===== config.mk =====
export PLATFORM = sky130hd
export DESIGN_NAME = vga_scanout
export DESIGN_NICKNAME = d
export VERILOG_FILES = /design/src/rtl/vga_pkg.sv /design/src/rtl/vga_timing.sv /design/src/rtl/vga_scanout.sv
export SDC_FILE = /design/constraint.sdc
export NUM_CORES = 2
export LEC_CHECK = 0
export ABC_AREA = 1
export CAP_MARGIN = 20
export CORE_AREA = 5 5 464 466
export DETAILED_ROUTE_END_ITERATION = 16
export DIE_AREA = 0 0 469 471
export SLEW_MARGIN = 25
export SYNTH_ARGS = -nofsm -noshare
export SYNTH_HDL_FRONTEND = slang
export SYNTH_SLANG_ARGS = --single-unit

===== constraint.sdc =====
create_clock -name clock -period 6.45 [get_ports clock]
set_clock_uncertainty 0.1 [all_clocks]
set_input_delay 1.935 -clock clock [delete_from_list [all_inputs] [get_ports clock]]
set_output_delay 1.935 -clock clock [all_outputs]
set_load 0.03 [all_outputs]

===== src/rtl/vga_pkg.sv =====
// vga_pkg: shared 640x480@60 timing constants, framebuffer geometry and colour type
package vga_pkg;
  localparam int H_VIS   = 640;
  localparam int H_FP    = 16;
  localparam int H_SYNC  = 96;
  localparam int H_BP    = 48;
  localparam int H_TOTAL = H_VIS + H_FP + H_SYNC + H_BP;
  localparam int V_VIS   = 480;
  localparam int V_FP    = 10;
  localparam int V_SYNC  = 2;
  localparam int V_BP    = 33;
  localparam int V_TOTAL = V_VIS + V_FP + V_SYNC + V_BP;
  localparam int FB_COLS    = 40;
  localparam int FB_ROWS    = 30;
  localparam int CELL_SHIFT = 4;
  localparam int FB_BITS    = FB_COLS * FB_ROWS;
  typedef logic [11:0] rgb_t;
  // row*40 + col, built from shifts since 40 = 32 + 8
  function automatic logic [10:0] cell_index(input logic [4:0] row, input logic [5:0] col);
    return 11'({row, 5'b0}) + 11'({row, 3'b0}) + 11'(col);
  endfunction
endpackage


===== src/rtl/vga_timing.sv =====
// vga_timing: 25 MHz pixel tick, 800x525 raster counters and raw sync/visible/wrap flags
module vga_timing
  import vga_pkg::*;
(
  input  logic       clock,
  input  logic       reset_n,
  output logic       pix_en,
  output logic [9:0] hcount,
  output logic [9:0] vcount,
  output logic       hs_raw,
  output logic       vs_raw,
  output logic       visible,
  output logic       frame_wrap
);
  logic h_end, v_end;
  assign h_end = hcount == 10'(H_TOTAL - 1);
  assign v_end = vcount == 10'(V_TOTAL - 1);
  always_ff @(posedge clock or negedge reset_n)
    if (!reset_n) begin
      pix_en <= 1'b0;
      hcount <= '0;
      vcount <= '0;
    end else begin
      pix_en <= ~pix_en;
      if (pix_en) begin
        hcount <= h_end ? '0 : hcount + 10'd1;
        if (h_end) vcount <= v_end ? '0 : vcount + 10'd1;
      end
    end
  assign hs_raw     = !(hcount >= 10'(H_VIS + H_FP) && hcount < 10'(H_VIS + H_FP + H_SYNC));
  assign vs_raw     = !(vcount >= 10'(V_VIS + V_FP) && vcount < 10'(V_VIS + V_FP + V_SYNC));
  assign visible    = hcount < 10'(H_VIS) && vcount < 10'(V_VIS);
  assign frame_wrap = h_end && v_end;
endmodule


===== src/rtl/vga_scanout.sv =====
// vga_scanout: scans a per-frame snapshot of the 40x30 framebuffer to VGA as 16x16 pixel blocks
module vga_scanout
  import vga_pkg::*;
#(
  parameter rgb_t FG_RGB = 12'hFFF,
  parameter rgb_t BG_RGB = 12'h000
) (
  input  logic               clock,
  input  logic               reset_n,
  input  logic [FB_BITS-1:0] framebuffer,
  output logic [3:0]         vga_r,
  output logic [3:0]         vga_g,
  output logic [3:0]         vga_b,
  output logic               vga_hs,
  output logic               vga_vs,
  output logic               frame_start
);
  logic               pix_en, hs_raw, vs_raw, visible, frame_wrap;
  logic [9:0]         hcount, vcount;
  logic [FB_BITS-1:0] snap;
  logic [10:0]        idx;
  rgb_t               colour;
  vga_timing u_timing (
    .clock      (clock),
    .reset_n    (reset_n),
    .pix_en     (pix_en),
    .hcount     (hcount),
    .vcount     (vcount),
    .hs_raw     (hs_raw),
    .vs_raw     (vs_raw),
    .visible    (visible),
    .frame_wrap (frame_wrap)
  );
  assign idx = cell_index(5'(vcount >> CELL_SHIFT), 6'(hcount >> CELL_SHIFT));
  always_comb colour = !visible ? '0 : snap[idx] ? FG_RGB : BG_RGB;
  // snap reloads on the wrap tick so the new image starts exactly at pixel (0,0)
  always_ff @(posedge clock or negedge reset_n)
    if (!reset_n) begin
      snap                  <= '0;
      vga_hs                <= 1'b1;
      vga_vs                <= 1'b1;
      {vga_r, vga_g, vga_b} <= '0;
      frame_start           <= 1'b0;
    end else begin
      frame_start <= pix_en && frame_wrap;
      if (pix_en) begin
        if (frame_wrap) snap <= framebuffer;
        vga_hs                <= hs_raw;
        vga_vs                <= vs_raw;
        {vga_r, vga_g, vga_b} <= colour;
      end
    end
endmodule


==> impl_metrics.tcl <==
set metrics [dict create \
    synth_area_mm2 0.0577 \
    clkTransAtPathRegs_ns 0.06 \
    routed_wl_um 262000 \
    worst_pin_slew_ns 1.10 \
    grt_usage_pct 22.9 \
    drt_iter0_markers 5660 \
    maxCapViolations 0 \
    synth.avg_cell_area_um2 7.63 \
    synthDistinctLibCells 41 \
    synthFlopType "dfrtp_1" \
    min_path_type "reg -> reg" \
    vias 55600 \
    dp_cells 11200 \
    slowest_stage "clkdlybuf4s50_1" \
    cp_max_fo 13 \
    r2r_slack_ns 2.03 \
    cp-end-kind "output port" \
    final_cell_mix "nand2_1 (3360), dfrtp_1 (1220), clkdlybuf4s50_1 (1215)" \
    clock_sinks 1225 \
    async_flop_share_pct 100 \
    synth_nets 8784 \
    cts_hold_buf 0 \
    grt_max_degree 174 \
    final_common_cell "nand2_1" \
    clk_path_buf_depth 3 \
    synth-edff-count 0 \
    fin_cells 11500 \
    critical_path_class "reg -> out" \
    min_period_ns 4.46 \
    postCtsSetupRepairBufs 0 \
    r2r_cells 18 \
    required_ns 4.41 \
    port_buffers 1216 \
    seq_area_frac_synth_pct 53.1 \
    slowest_delay_ns 0.81 \
    synth_area_leader_cell "dfrtp_1" \
    r2r-end "vga_r[2]" \
    path_cells "clkdlybuf4s50_1" \
    gr-total-overflow 0 \
    cp-start-kind "flop" \
    first_pass_iters 7 \
    clockRootBuffer "clkbuf_16" \
    place_congestion 0.919 \
    antenna_found_initial 53 \
    cts_tree "done" \
    rr_startpoint "u_timing.hcount[5]" \
    clock_latency_ns 0.79 \
    fp.dieH_um 471 \
    start_util_pct 27.4 \
    crit_buf_inv 1 \
    holdWs_ns 0.377 \
    detail_route.wl_per_cell_um 22.8 \
    postLayoutCellArea_mm2 0.0770 \
    drive_above_1_share_pct 3.99 \
    relSlewSlack_pct 27.0 \
    post_dp_cell_area_mm2 0.0721 \
    layout.nets 9730 \
    yosys.area.top_type_share_pct 53.0 \
    core_area_mm2 0.211 \
    syn_inst 7567 \
    holdCritStartpoint "snap[1131]" \
    fin_crit_sh_pct 69.2 \
    total_power_mw 17.0 \
    hold_violations 0 \
    htreeDepth 4 \
    grt_setup_unrepaired "false" \
    slew_violations 0 \
    setup_violations 0 \
    min_to "snap[1131]" \
    die_w_um 469 \
    leakage_nw 34.3 \
    fin_tns_setup_ns 0 \
    hold_depth 2 \
    crit_arrival_ns 2.43 \
    path_depth 1 \
    die_area_mm2 0.221 \
    viasPerCell 4.84 \
    cts_resized 0 \
    fmax_ghz 0.224 \
    grt_pass1_wl_um 377000 \
    place_hpwl_um 181000 \
    grt_pass1_vias 56200 \
    drc 0 \
    yosysWarnings 0 \
    ir_drop_uv 265 \
    critPathTopFamily "buffers and inverters" \
    status "finished clean" \
    synth_seq_cells 1225 \
    power.density_mw_per_mm2 221 \
    syn2layout_area_growth_pct 33.4 \
    io_pins 1217 \
    cts_buffers 147 \
    ant_nets 0 \
    num_rows 169 \
    fillCellCount 21800 \
    synth_area_leaders "dfrtp_1 (53%), nand2_1 (22%), nand3_1 (5.6%)" \
]
-- Yosys cell counts (all sizes together) (7+ instances only) --
master,number
a21oi,234
o221ai,9
o211ai,17
nor4,7
nand2,3362
nor2,230
clkbuf,128
nand4,98
o21ai,635
nand3,645
buf,379
ha,13
inv,548
dfrtp,1223
-- kinds of logic after synthesis --
group           Yosys count  synth area share (%)
xor+xnor                  5                0.0759
simple gates           4351                  30.3
fa+ha+maj                15                 0.351
flops                  1225                  53.1
buf+inv                1057                  8.00
compound gates          914                  8.18
-- layer usage --
layer	GRT usage (%)	part of all wire, %	vias up
met5	0	0.063	-
met2	36.8	47	2481
met1	29.9	42	26900
li1	-	-	25700
met4	9.67	4.1	22
met3	4.67	7.6	465
-- final cells by class --
cell class	instances	area (um^2)	area share [%]
sequential	1225	30700	39.8
multi-input combinational	5285	22500	29.2
timing repair buffer	1304	13300	17.2
clock buffer	210	4250	5.52
tap	2821	3530	4.59
inverter	550	2110	2.74
clock inverter	49	538	0.699
antenna	41	103	0.133
-- how the worst max path moves through the flow --
stage                     endpoint          startpoint
final                     vga_b[2]            vga_r[2]
after global routing      vga_r[2]  u_timing.vcount[4]
after global placement    vga_r[2]  u_timing.vcount[4]
after detailed placement  vga_r[2]  u_timing.vcount[4]
after CTS                 vga_r[2]  u_timing.vcount[4]
after floorplan           vga_b[1]            vga_r[2]
-- state kept, by name, summed over array words and instances (netlist names) --
register	cells
frame_start	1
u_timing.pix_en	1
vga_r	1
u_timing.vcount	10
vga_vs	1
snap	1200
vga_hs	1
u_timing.hcount	10
-- report_power, final --
| group | switching (mW) | total (mW) | internal (mW) |
|---|---|---|---|
| clock network | 3.53 | 8.30 | 4.77 |
| registers | 0 | 7.69 | 7.69 |
| logic | 0.399 | 1.05 | 0.651 |
-- per-stage QoR --
step | setup WS (ns) | util, %
6_report | 1.99 | 36.5
5_1_grt | 1.72 | 36.5
4_1_cts | 1.77 | 36.5
3_5_place_dp | 1.79 | 34.2
3_3_place_gp | 1.72 | 34.2
2_1_floorplan | 3.51 | -
Power figures use the tool's default switching activity.
